$ cat src/rtl/hydra_pkg.sv
// Shared definitions for the hydra packet path: header field positions,
// read-sink state encoding and error flag bit indices.
package hydra_pkg;

    localparam int LEN_MSB  = 15;
    localparam int LEN_LSB  = 7;
    localparam int PRIO_MSB = 6;
    localparam int PRIO_LSB = 4;
    localparam int PORT_MSB = 3;
    localparam int PORT_LSB = 0;

    localparam int F_LEN   = 0;
    localparam int F_PORT  = 1;
    localparam int F_PAT   = 2;
    localparam int F_PROTO = 3;
    localparam int F_TMO   = 4;
    localparam int NFLAGS  = 5;

    typedef enum logic [2:0] {
        S_GAP,
        S_REQ,
        S_WAIT_SOP,
        S_HDR,
        S_DATA
    } state_t;

endpackage

$ cat src/rtl/hydra_hdr_decode.sv
// Combinational split of a 16-bit hydra header word.
// Ports: hdr (header word in), len / prio / dest (fields out).
module hydra_hdr_decode
    import hydra_pkg::*;
(
    input  logic [15:0]                hdr,
    output logic [LEN_MSB-LEN_LSB:0]   len,
    output logic [PRIO_MSB-PRIO_LSB:0] prio,
    output logic [PORT_MSB-PORT_LSB:0] dest
);

    assign len  = hdr[LEN_MSB:LEN_LSB];
    assign prio = hdr[PRIO_MSB:PRIO_LSB];
    assign dest = hdr[PORT_MSB:PORT_LSB];

endmodule

$ cat src/rtl/hydra_rd_sink.sv
// Read-side packet consumer for one hydra output port: requests packets,
// parses the header, checks length/port/pattern and counts good/bad packets.
// Ports: clk, rst (async, active-high), en, chk_pattern;
//        ready/busy (request side); rd_sop/rd_vld/rd_data/rd_eop (stream in);
//        pkt_cnt, err_cnt, err_flags, last_prio, last_len (status out).
module hydra_rd_sink
    import hydra_pkg::*;
#(
    parameter int PORT_ID = 0,
    parameter int REQ_GAP = 16,
    parameter int TIMEOUT = 1023,
    parameter int CNT_W   = 16
) (
    input  logic              clk,
    input  logic              rst,
    input  logic              en,
    input  logic              chk_pattern,
    output logic              ready,
    input  logic              rd_sop,
    input  logic              rd_vld,
    input  logic [15:0]       rd_data,
    input  logic              rd_eop,
    output logic              busy,
    output logic [CNT_W-1:0]  pkt_cnt,
    output logic [CNT_W-1:0]  err_cnt,
    output logic [NFLAGS-1:0] err_flags,
    output logic [2:0]        last_prio,
    output logic [8:0]        last_len
);

    localparam int TW = (TIMEOUT > 1) ? $clog2(TIMEOUT) : 1;
    localparam logic [TW-1:0] T_LAST = TW'(TIMEOUT - 1);
    localparam logic [7:0]    G_LAST = 8'(REQ_GAP - 1);
    localparam logic [3:0]    PORT   = 4'(PORT_ID);

    state_t            state;
    logic              live;
    logic [7:0]        gap_cnt;
    logic [TW-1:0]     tcnt;
    logic [8:0]        bcnt;
    logic [NFLAGS-1:0] pend;
    logic              chk_en;

    logic [8:0]        hd_len;
    logic [2:0]        hd_prio;
    logic [3:0]        hd_dest;

    hydra_hdr_decode u_dec (
        .hdr  (rd_data),
        .len  (hd_len),
        .prio (hd_prio),
        .dest (hd_dest)
    );

    logic              idle_st;
    logic              pkt_st;
    logic              tmo;
    logic              close;
    logic              ok_inc;
    logic [1:0]        err_inc;
    logic [NFLAGS-1:0] ev_flags;
    logic [9:0]        exp_beats;
    logic [CNT_W:0]    err_sum;

    assign idle_st = (state == S_GAP) || (state == S_REQ)
                  || (state == S_WAIT_SOP);
    assign pkt_st  = (state == S_HDR) || (state == S_DATA);
    // sop wins over timeout when both land in the same cycle
    assign tmo     = (state == S_WAIT_SOP) && !rd_sop && (tcnt == T_LAST);
    assign exp_beats = {1'b0, last_len} + 10'd1;
    assign err_sum   = {1'b0, err_cnt} + (CNT_W+1)'(err_inc);

    always_comb begin
        ev_flags = '0;
        close    = 1'b0;
        ok_inc   = 1'b0;
        err_inc  = 2'd0;
        if (idle_st && (rd_vld || rd_eop))
            ev_flags[F_PROTO] = 1'b1;
        if (tmo)
            ev_flags[F_TMO] = 1'b1;
        if (pkt_st && rd_sop) begin
            close = 1'b1;
            ev_flags = pend;
            ev_flags[F_PROTO] = 1'b1;
        end else if (state == S_HDR && rd_eop) begin
            close = 1'b1;
            ev_flags = pend;
            ev_flags[F_PROTO] = 1'b1;
        end else if (state == S_DATA && rd_eop) begin
            close = 1'b1;
            ev_flags = pend;
            if ({1'b0, bcnt} != exp_beats)
                ev_flags[F_LEN] = 1'b1;
        end
        if (close) begin
            if (ev_flags == '0) ok_inc = 1'b1;
            else                err_inc = 2'd1;
        end else begin
            // a stray beat and a timeout can coincide in WAIT_SOP
            err_inc = 2'(ev_flags[F_PROTO]) + 2'(ev_flags[F_TMO]);
        end
    end

    always_ff @(posedge clk or posedge rst) begin
        if (rst) begin
            state     <= S_GAP;
            live      <= 1'b0;
            gap_cnt   <= '0;
            tcnt      <= '0;
            bcnt      <= '0;
            pend      <= '0;
            chk_en    <= 1'b0;
            ready     <= 1'b0;
            busy      <= 1'b0;
            pkt_cnt   <= '0;
            err_cnt   <= '0;
            err_flags <= '0;
            last_prio <= '0;
            last_len  <= '0;
        end else begin
            // first edge after reset release only arms the gap counter
            live      <= 1'b1;
            ready     <= 1'b0;
            err_flags <= err_flags | ev_flags;
            err_cnt   <= err_sum[CNT_W] ? '1 : err_sum[CNT_W-1:0];
            if (ok_inc && pkt_cnt != '1)
                pkt_cnt <= pkt_cnt + CNT_W'(1);
            unique case (state)
                S_GAP: begin
                    if (en && live) begin
                        if (gap_cnt == G_LAST) begin
                            state   <= S_REQ;
                            ready   <= 1'b1;
                            busy    <= 1'b1;
                            gap_cnt <= '0;
                        end else begin
                            gap_cnt <= gap_cnt + 8'd1;
                        end
                    end
                end
                S_REQ: begin
                    tcnt  <= '0;
                    state <= S_WAIT_SOP;
                end
                S_WAIT_SOP: begin
                    if (rd_sop) begin
                        state  <= S_HDR;
                        pend   <= '0;
                        chk_en <= chk_pattern;
                    end else if (tmo) begin
                        state   <= S_GAP;
                        busy    <= 1'b0;
                        gap_cnt <= '0;
                    end else begin
                        tcnt <= tcnt + TW'(1);
                    end
                end
                S_HDR, S_DATA: begin
                    if (rd_sop) begin
                        state  <= S_HDR;
                        pend   <= '0;
                        chk_en <= chk_pattern;
                    end else if (rd_eop) begin
                        state   <= S_GAP;
                        busy    <= 1'b0;
                        gap_cnt <= '0;
                    end else if (rd_vld) begin
                        if (state == S_HDR) begin
                            last_len     <= hd_len;
                            last_prio    <= hd_prio;
                            pend[F_PORT] <= (hd_dest != PORT);
                            bcnt         <= '0;
                            state        <= S_DATA;
                        end else begin
                            if (bcnt != 9'h1FF)
                                bcnt <= bcnt + 9'd1;
                            if (chk_en && rd_data != 16'(bcnt) + 16'd1)
                                pend[F_PAT] <= 1'b1;
                        end
                    end
                end
                default: state <= S_GAP;
            endcase
        end
    end

endmodule

$ cat config.mk
export PLATFORM = sky130hd
export DESIGN_NAME = hydra_rd_sink
export DESIGN_NICKNAME = d
export VERILOG_FILES = /design/src/rtl/hydra_pkg.sv /design/src/rtl/hydra_hdr_decode.sv /design/src/rtl/hydra_rd_sink.sv
export SDC_FILE = /design/constraint.sdc
export NUM_CORES = 1
export LEC_CHECK = 0
export BUFFER_PORTS_ARGS = -buffer_cell sky130_fd_sc_hd__buf_4
export CAP_MARGIN = 25
export CELL_PAD_IN_SITES_DETAIL_PLACEMENT = 0
export CELL_PAD_IN_SITES_GLOBAL_PLACEMENT = 1
export CORE_UTILIZATION = 44
export CTS_BUF_LIST = sky130_fd_sc_hd__clkbuf_4 sky130_fd_sc_hd__clkbuf_8 sky130_fd_sc_hd__clkbuf_16
export DETAILED_ROUTE_END_ITERATION = 10
export GPL_TIMING_DRIVEN = 0
export PLACE_DENSITY_LB_ADDON = 0.25
export SETUP_SLACK_MARGIN = 0.5
export SYNTH_ARGS = -nofsm -noshare
export SYNTH_HDL_FRONTEND = slang
export SYNTH_SLANG_ARGS = --single-unit
$ cat constraint.sdc
create_clock -name clk -period 4.41 [get_ports clk]
set_clock_uncertainty 0.2 [all_clocks]
set_input_delay 0.2205 -clock clk [delete_from_list [all_inputs] [get_ports clk]]
set_output_delay 0.2205 -clock clk [all_outputs]
set_load 0.03 [all_outputs]
Word-level counts from Yosys, hierarchy flattened --
Cells that the tools add are included.
Operators by class: $add $sub $neg 8, multiply operators 0, divide/modulo/power cells 0, order comparisons 0, equal/unequal tests 27, shifts and indexed selects 0, mux-type cells 55, bitwise logic cells 3, reduce and logical (&&, ||, !) cells 33
Operators by type and width (number):
- two-way mux 8 bit | 6
- two-way mux 3 bit | 8
- one-hot mux 8 bit (3 select lines) | 1
- two-way mux 1 bit | 22
- adder 9 x 1 -> 10 bit, second input constant | 2
- two-way mux 10 bit | 2
- two-way mux 5 bit | 4
- one-hot mux 10 bit (2 select lines) | 1
- AND reduction 5 bit | 4
- two-way mux 9 bit | 2
- inequality test 3 bit, second input constant | 6
- adder 16 x 2 -> 17 bit | 1
- adder 16 x 1 -> 16 bit, second input constant | 1
- two-way mux 16 bit | 1
- inequality test 16 x 10 -> 1 bit | 1
- inequality test 16 bit, second input constant | 1
- inequality test 2 bit, second input constant | 7
- one-hot mux 3 bit (4 select lines) | 1
- AND reduction 6 bit | 2
- adder 10 x 1 -> 10 bit, second input constant | 1
- equality test 10 bit, second input constant | 1
- two-way mux 2 bit | 5
- inequality test 9 x 10 -> 1 bit | 1
- one-hot mux 5 bit (2 select lines) | 1
- 26 further kinds | 44
Word-level totals: register bits 88, latch bits 0, memory bits (writable) 0, bits in read-only memories 0, bits of input ports 23, output and inout bits 51, word-level logic and storage cells 142, memories kept 0

Logic depth before layout (Yosys ltp) --
Gate-level depths: netlist (run 1).
depth in word-level cells 13, gate-level depth with buffers 18

Modules after synthesis --
Synthesis (run 1) repeated with hierarchy kept, for this count alone.
Unflattened totals: cell total of the unflattened synthesis 509, area total of the unflattened synthesis 4928.5 µm²
By module, submodules not included:
- hydra_rd_sink | instances 1, cells each 493, area each 4808.4 µm², seq. area each 2127.0 µm²
- hydra_hdr_decode | instances 1, cells each 16, area each 120.1 µm², seq. area each 0.0 µm²

Worst setup path after synthesis (run 1) --
OpenSTA, ideal clock, no wires.
path type register to register, from register last_len[1], to register err_cnt[10], arrival time 3.985 ns, data required time 4.142 ns, path slack 0.158 ns, cell stages (with the launch flop) 19, path buffers 2, path through dfrtp_1 ha_1 nand4_2 o21ai_0 o31ai_1 a221oi_1 nor4_4 buf_6 nor2_1 ha_1 inv_1 fa_1 nor2_1 nand3_1 nor3_1 and3_1 nand3_1 clkbuf_1 nand2_1
Between the ends: longest elaborated chain between the ends 11
Ends and longest elaborated chain:
- start: declaration | line hydra_rd_sink.sv:28 | output logic [8:0] last_len
- start signal: assignment | line hydra_rd_sink.sv:170 | last_len <= hd_len;
- adder 9 x 1 -> 10 bit | line hydra_rd_sink.sv:70 | assign exp_beats = {1'b0, last_len} + 10'd1;
- inequality test 9 x 10 -> 1 bit | line hydra_rd_sink.sv:93 | if ({1'b0, bcnt} != exp_beats)
- two-way mux 1 bit | line hydra_rd_sink.sv:93
- two-way mux 5 bit | line hydra_rd_sink.sv:90 | end else if (state == S_DATA && rd_eop) begin
- two-way mux 5 bit | line hydra_rd_sink.sv:86 | end else if (state == S_HDR && rd_eop) begin
- two-way mux 5 bit | line hydra_rd_sink.sv:82 | if (pkt_st && rd_sop) begin
- zero test 5 bit | line hydra_rd_sink.sv:97 | if (ev_flags == '0) ok_inc = 1'b1;
- two-way mux 1 bit | line hydra_rd_sink.sv:97
- two-way mux 2 bit | line hydra_rd_sink.sv:96 | if (close) begin
- adder 16 x 2 -> 17 bit | line hydra_rd_sink.sv:71 | assign err_sum = {1'b0, err_cnt} + (CNT_W+1)'(err_inc);
- two-way mux 16 bit | line hydra_rd_sink.sv:126 | err_cnt <= err_sum[CNT_W] ? '1 : err_sum[CNT_W-1:0];
- end signal: assignment | line hydra_rd_sink.sv:126
- end: declaration | line hydra_rd_sink.sv:25 | output logic [CNT_W-1:0] err_cnt,
Every way passes these cells. A chain may end at the register's enable or synchronous reset.

Worst setup path after layout (run 1) --
from register last_len[0], to register err_cnt[13]
Same word-level chain as after synthesis.

==> flow_metrics.env, run 1 <==
export IMPL_routabilityCongestion=0.854
export IMPL_ant_nets=0
export IMPL_drv_cap=0
export IMPL_critPathKind="flip-flop to flip-flop"
export IMPL_switching_share_pct=40.9
export IMPL_cts_root_buf="clkbuf_8"
export IMPL_grt_usage_pct=21.5
export IMPL_via_per_inst=5.37
export IMPL_synth_top_cell_by_area="dfrtp_1"
export IMPL_synth_cell_types=65
export IMPL_reg2reg_to="err_cnt[13]$_DFF_PP0_"
export IMPL_num_rows=37
export IMPL_fillers=936
export IMPL_drc=0
export IMPL_chipWidth_um=106
export IMPL_cts_htree_levels=3
export IMPL_power_frac_clock_pct=20.1
export IMPL_period_needed_ps=3700
export IMPL_portBuffers=73
export IMPL_cts_sinks=85
export IMPL_r2r_start="last_len[0]$_DFFE_PP0P_"
export IMPL_period_share_pct=84.0
export IMPL_ir_worst_vdd_mv=0.453
export IMPL_intPower_mw=1.78
export IMPL_ys_seq_area_share_pct=44.9
export IMPL_hold_viol=0
export IMPL_p_switching_mw=1.23
export IMPL_crit_path_cell_trace="ha_4 > nand4_2 > or3_4 > a2111oi_4 > o21bai_4 > nor4_4 > buf_6 > nor2_1 > ha_1 > inv_1 > fa_1 > nor2_2 > nand3_2 > nor3_4 > and3_4 > nand3_2 > clkbuf_8 > nand2_1"
export IMPL_cts_made_buffers=9
export IMPL_relSlewSlack_pct=43.5
export IMPL_num_vias=4047
export IMPL_place_area_mm2=0.00551
export IMPL_yosys_area_top_type_share_pct=44.9
export IMPL_drt_initial_drc_count=202
export IMPL_io_pins=74
export IMPL_finalMaxSlewViolations=0
export IMPL_crit_start="last_len[0]$_DFFE_PP0P_"
export IMPL_post_route_util_pct=58.3
export IMPL_cts_tree="done"
export IMPL_drive_gt1_share_pct=24.1
export IMPL_worstRegToRegCells=18
export IMPL_cp_end_kind="flip-flop"
export IMPL_cts_clk_slew_worst_paths_ps=90
export IMPL_multi_input_area_mm2=0.00258
export IMPL_rsz0062_at_grt="no"
export IMPL_setup_violations=0
export IMPL_worstPathRequired_ps=4470
export IMPL_synth_cells=503
export IMPL_max_freq_mhz=270
export IMPL_power_density_mw_per_mm2=499
export IMPL_ys_warn_count=0
export IMPL_synth_most_common_cell="dfrtp_1"
export IMPL_grt_overflow=0
export IMPL_first_global_vias=3880
export IMPL_fp_dieArea_mm2=0.0112
export IMPL_timing_hold_ws_ps=104
export IMPL_tightest_slew_ps=840
export IMPL_dr_pass1_iters=4
export IMPL_routedWlPerCell_um=15.1
export IMPL_finalNetCount=647
export IMPL_power_frac_comb_pct=42.2
export IMPL_grt_pass1_wl_um=19100
export IMPL_status="finished clean"
export IMPL_cts_buffer_depth=2
export IMPL_synth_area_leaders="dfrtp_1 45%, xnor2_1 6.8%, nand3_1 4.1%"
export IMPL_grt_max_degree=58
export IMPL_worstPathMaxFanout=10
export IMPL_reg2reg_slack_ps=710
export IMPL_p_seq_share_pct=37.7
export IMPL_wl_um=11400
export IMPL_synth_fp_nets=537
export IMPL_finalPower_mw=3.01
export IMPL_hp_class="input port to flip-flop"
export IMPL_stdcell_count=754
export IMPL_post_place_cells=713
export IMPL_regArea_mm2=0.00213
export IMPL_synth_common_cells="85 x dfrtp_1, 50 x nand2_1, 45 x nor2_1"
export IMPL_synth_edf_count=0
export IMPL_area_delta_synth_final_pct=27.5
export IMPL_synthFlopType="dfrtp_1"
export IMPL_core_mm2=0.0104
export IMPL_critPathArrivalTime_ps=3760
export IMPL_syn_area_per_cell_um2=9.43
export IMPL_slowest_stage="or3_4"
export IMPL_hpwl_um=8150
export IMPL_die_y_um=106
export IMPL_crit_path_max_incr_delay_ps=440
export IMPL_crit_top_cell="nand3_2"
export IMPL_endpoint="err_cnt[13]$_DFF_PP0_"
export IMPL_cp_start_kind="flip-flop"
export IMPL_start_util_pct=45.7
export IMPL_async_reset_ff_share_pct=100
export IMPL_synth_seq_cells=85
export IMPL_clk_insertion_delay_late_ps=370
export IMPL_p_leak_nw=2.77
export IMPL_antenna_found_initial=0
export IMPL_synth_area_mm2=0.00474
export IMPL_diodes=0
export IMPL_final_area_mm2=0.00604
-- sequential cells by signal, indices dropped and copies added, names as in the netlist --
register   cells
state          3
last_len       9
gap_cnt        8
busy           1
live           1
last_prio      3
chk_en         1
bcnt           9
err_flags      5
pkt_cnt       16
ready          1
err_cnt       16
tcnt          10
pend           2
-- cell type report --
type                       count  area share [%]
multi-input combinational    389            42.7
sequential                    85            35.2
timing repair buffer          99            13.3
tap                          136            2.82
clock buffer                  12            2.73
buffer                        17            1.53
clock inverter                 4           0.890
inverter                      12           0.787
-- kinds of logic (layout without fill, tap and decap cells) --
family                   count (synthesis)  in the layout  synth area share, %
AND/OR/NAND/NOR                        219            219                 23.6
adder cells (fa/ha/maj)                 11             11                 3.06
AO/OA/AOI/OAI                           89             89                 12.2
other                                    1              1               0.0791
XOR/XNOR                                53             53                 9.79
multiplexers                            16             16                 3.77
flip-flops                              85             85                 44.9
buffers and inverters                   29            144                 2.61
-- cells in the final DEF (no fill, tap or decap), drive strengths merged, types with 8 or more instances in the layout --
cell	Yosys	layout
inv	12	13
buf	6	89
nand3	39	39
mux2	15	15
nor3	9	9
and3	22	22
dlygate4sd3	0	16
clkbuf	11	23
nand2	51	51
dfrtp	85	85
nand4	12	12
a21oi	15	15
xnor2	37	37
ha	10	10
nand2b	8	8
nor2	45	45
o21ai	38	38
xor2	16	16
-- worst max-delay path, delay by kind of cell (launching register included) --
kind	cells	cell delay, ps
DFF	1	410
adders and majority gates	3	610
and+or+nand+nor	10	1470
AOI/OAI and AO/OA	2	530
buffers and inverters	3	390
-- power by group through the flow --
stage / logic, mW / clock network [mW] / registers (mW)
after floorplan: 0.614 / 0 / 1.34
after global placement: 1.16 / 0 / 1.15
after detailed placement: 1.20 / 0 / 1.15
after CTS: 1.24 / 0.627 / 1.13
after global routing: 1.39 / 0.651 / 1.16
final: 1.27 / 0.607 / 1.14
-- metal layers --
layer,up-vias,part of all wire (%),track usage [%]
li1,1997,-,-
met1,1956,47,29.5
met2,78,48,34.0
met3,16,3.4,3.40
met4,0,1.8,8.73
met5,-,0,0
-- what timing repair did --
item	in CTS	in global routing
endpoints found under the hold margin	44	0
resized for setup	8	15
pin swaps	3	3
endpoints found under the setup margin	15	14
setup buffers	5	4
hold buffers	16	0
-- stage by stage --
step	setup WS (ps)	setup TNS [ps]
3_5_place_dp	-36.2	-201
5_1_grt	481	0
6_report	707	0
4_1_cts	514	0
2_1_floorplan	522	0
3_3_place_gp	52.0	0
-- worst min-delay path by stage --
stage | from | end | slack [ps] | depth (start not counted)
floorplan | chk_pattern | chk_en$_DFFE_PP0P_ | 170 | 1
CTS | rd_eop | pend[1]$_DFFE_PP0P_ | 80 | 4
global placement | err_flags[2]$_DFF_PP0_ | err_flags[2]$_DFF_PP0_ | 240 | 1
detailed placement | rst | tcnt[6]$_DFFE_PP0P_ | 50 | 2
global route | rd_eop | pend[1]$_DFFE_PP0P_ | 140 | 4
finish | rd_eop | pend[1]$_DFFE_PP0P_ | 100 | 4
No activity file was read; power rests on OpenSTA's default activity.
==> run 2, diff against run 1 <==
Settings changed: CORE_UTILIZATION 44 to 39.
Clock period 4.41 ns to 3.3 ns, I/O delays scaled along.
==> run 2 against run 1 <==
The run now ends with DRC, setup timing left; combinational power rose by 56%; routed wire length rose by 7.9%; die area rose by 13%; register-to-register slack got worse by 820 ps; cell count rose by 4.0%; sequential cell count did not move; fmax rose by 8.4%; global-route usage fell by 0.49 points; critical path type unchanged; critical endpoint is now err_cnt[2]$_DFF_PP0_; largest cell class unchanged.
==> flow_metrics.env, run 2 (synthesized netlist as in run 1, its figures left out) <==
export IMPL_status="finished with violations"
export IMPL_violations="DRC, setup timing"
export IMPL_p_seq_share_pct=34.0
export IMPL_top_regs="err_cnt x16, pkt_cnt x16, tcnt x10"
export IMPL_fin_ws_ps=-116
export IMPL_critPathArrivalTime_ps=3500
export IMPL_intPower_mw=2.75
export IMPL_routedWlPerCell_um=15.7
export IMPL_routabilityCongestion=0.791
export IMPL_critPathKind="flip-flop to flip-flop"
export IMPL_slowest_stage="dfrtp_2"
export IMPL_chipWidth_um=112
export IMPL_hold_viol=0
export IMPL_cts_htree_levels=3
export IMPL_worstRegToRegCells=18
export IMPL_min_from="rd_vld"
export IMPL_grt_usage_pct=21.1
export IMPL_cts_buffer_depth=2
export IMPL_hpwl_um=8350
export IMPL_via_per_inst=5.31
export IMPL_relSlewSlack_pct=40.9
export IMPL_hold_end="bcnt[4]$_DFFE_PP0P_"
export IMPL_max_freq_mhz=293
export IMPL_place_area_mm2=0.00558
export IMPL_cts_made_buffers=9
export IMPL_final_common_cell="buf_4"
export IMPL_grt_max_degree=65
export IMPL_num_vias=4160
export IMPL_dr_pass1_iters=7
export IMPL_cp_start_kind="flip-flop"
export IMPL_cp_end_kind="flip-flop"
export IMPL_diodes=0
export IMPL_fp_dieArea_mm2=0.0126
export IMPL_reg2reg_slack_ps=-120
export IMPL_antenna_found_initial=0
export IMPL_area_delta_synth_final_pct=40.1
export IMPL_finalMaxSlewViolations=0
export IMPL_cts_root_buf="clkbuf_16"
export IMPL_cts_sinks=85
export IMPL_grt_overflow=0
export IMPL_crit_path_max_incr_delay_ps=400
export IMPL_core_mm2=0.0116
export IMPL_hold_depth=3
export IMPL_drive_gt1_share_pct=34.2
export IMPL_r2r_start="last_len[1]$_DFFE_PP0P_"
export IMPL_switching_share_pct=39.5
export IMPL_finalNetCount=671
export IMPL_cts_tree="done"
export IMPL_grt_pass1_wl_um=21000
export IMPL_final_area_mm2=0.00664
export IMPL_first_global_vias=4284
export IMPL_drt_initial_drc_count=168
export IMPL_fillers=1052
export IMPL_ir_worst_vdd_mv=0.544
export IMPL_drv_cap=0
export IMPL_drc=2
export IMPL_p_switching_mw=1.80
export IMPL_period_share_pct=104
export IMPL_power_density_mw_per_mm2=684
export IMPL_power_frac_comb_pct=43.6
export IMPL_worstPathMaxFanout=6
export IMPL_period_needed_ps=3420
export IMPL_tightest_slew_ps=879
export IMPL_worstPathRequired_ps=3390
export IMPL_start_util_pct=40.8
export IMPL_rsz0062_at_grt="yes"
export IMPL_reg2reg_to="err_cnt[2]$_DFF_PP0_"
export IMPL_power_frac_clock_pct=22.4
export IMPL_io_pins=74
export IMPL_ant_nets=0
export IMPL_num_rows=39
export IMPL_setup_violations=14
export IMPL_wl_um=12300
export IMPL_cp_top_family="simple AND/OR/NAND/NOR gates"
export IMPL_portBuffers=73
export IMPL_final_cell_mix="100 x buf_4, 75 x dfrtp_1, 45 x nand2_1, 38 x nor2_1"
export IMPL_clk_insertion_delay_late_ps=350
export IMPL_p_leak_nw=2.96
export IMPL_hp_class="input port to flip-flop"
export IMPL_finalSetupTns_ps=-1250
export IMPL_crit_path_cell_trace="ha_4 > nand4_4 > o21ai_2 > o31ai_2 > a221oi_4 > nor4_4 > buf_6 > nor2_4 > ha_4 > inv_2 > fa_2 > nor2_4 > nand3_4 > nor3_4 > and3_4 > nand3_4 > clkbuf_8 > nand2_2"
export IMPL_critPathBufInv=3
export IMPL_die_y_um=112
export IMPL_cts_clk_slew_worst_paths_ps=60
-- run 2: power by group through the flow --
stage / registers [mW] / clock network [mW] / logic (mW)
after floorplan: 1.80 / 0 / 0.840
after global placement: 1.56 / 0 / 1.58
after detailed placement: 1.56 / 0 / 1.63
after CTS: 1.54 / 1.04 / 1.91
after global routing: 1.58 / 1.09 / 2.16
final: 1.55 / 1.02 / 1.98
-- run 2: layout make-up --
type | instances | area (µm²) | share of cell area, %
buffer | 17 | 134 | 2.02
clock buffer | 11 | 240 | 3.62
clock inverter | 4 | 50.0 | 0.753
inverter | 12 | 52.6 | 0.791
multi-input combinational | 389 | 2840 | 42.7
sequential | 85 | 2140 | 32.2
tap | 143 | 179 | 2.69
timing repair buffer | 123 | 1010 | 15.2
-- run 2: timing repair --
| item | in CTS | in global routing |
|---|---|---|
| cloned | 1 | 0 |
| endpoints found under the hold margin | 100 | 0 |
| setup buffers | 24 | 8 |
| resized for setup | 62 | 29 |
| pin swaps | 21 | 13 |
| setup endpoints to repair | 50 | 35 |
| hold buffers | 16 | 0 |
-- run 2: metal layers --
metal	GRT usage (%)	wire (µm)	up-vias
li1	-	-	2050
met2	34.6	6020	85
met1	27.6	5670	2010
met4	8.80	217	0
met3	3.56	397	15
met5	0	0	-
-- run 2: how the worst max path moves through the flow --
stage,end,cells past startpoint,from,slack (ps)
finish,err_cnt[2]$_DFF_PP0_,18,last_len[1]$_DFFE_PP0P_,-120
detailed placement,err_cnt[11]$_DFF_PP0_,18,state[1]$_DFFE_PP0P_,-860
global placement,err_cnt[11]$_DFF_PP0_,18,state[1]$_DFFE_PP0P_,-800
CTS,err_cnt[11]$_DFF_PP0_,18,tcnt[0]$_DFFE_PP0P_,-130
global route,err_cnt[2]$_DFF_PP0_,18,last_len[1]$_DFFE_PP0P_,-320
floorplan,err_cnt[4]$_DFF_PP0_,18,last_len[1]$_DFFE_PP0P_,-380
-- run 2: worst reg2reg max path, stage by stage (launching register included) --
cell	delay, ps
dfrtp_2	400
ha_4	190
nand4_4	110
o21ai_2	180
o31ai_2	100
a221oi_4	350
nor4_4	90
buf_6	130
nor2_4	90
ha_4	140
inv_2	40
fa_2	370
nor2_4	160
nand3_4	100
nor3_4	150
and3_4	230
nand3_4	100
clkbuf_8	180
nand2_2	50
-- run 2: per-stage QoR --
step | power (mW) | utilization [%] | worst slack [ps] | std cells | hold WS [ps]
finish | 4.55 | 57.2 | -116 | 784 | 50.8
global route | 4.83 | 57.2 | -317 | 784 | 70.5
detailed placement | 3.19 | 48.0 | -859 | 720 | -44.5
floorplan | 2.64 | - | -379 | 503 | 115
global placement | 3.14 | 47.8 | -803 | 719 | 211
CTS | 4.49 | 55.8 | -126 | 776 | 40.6
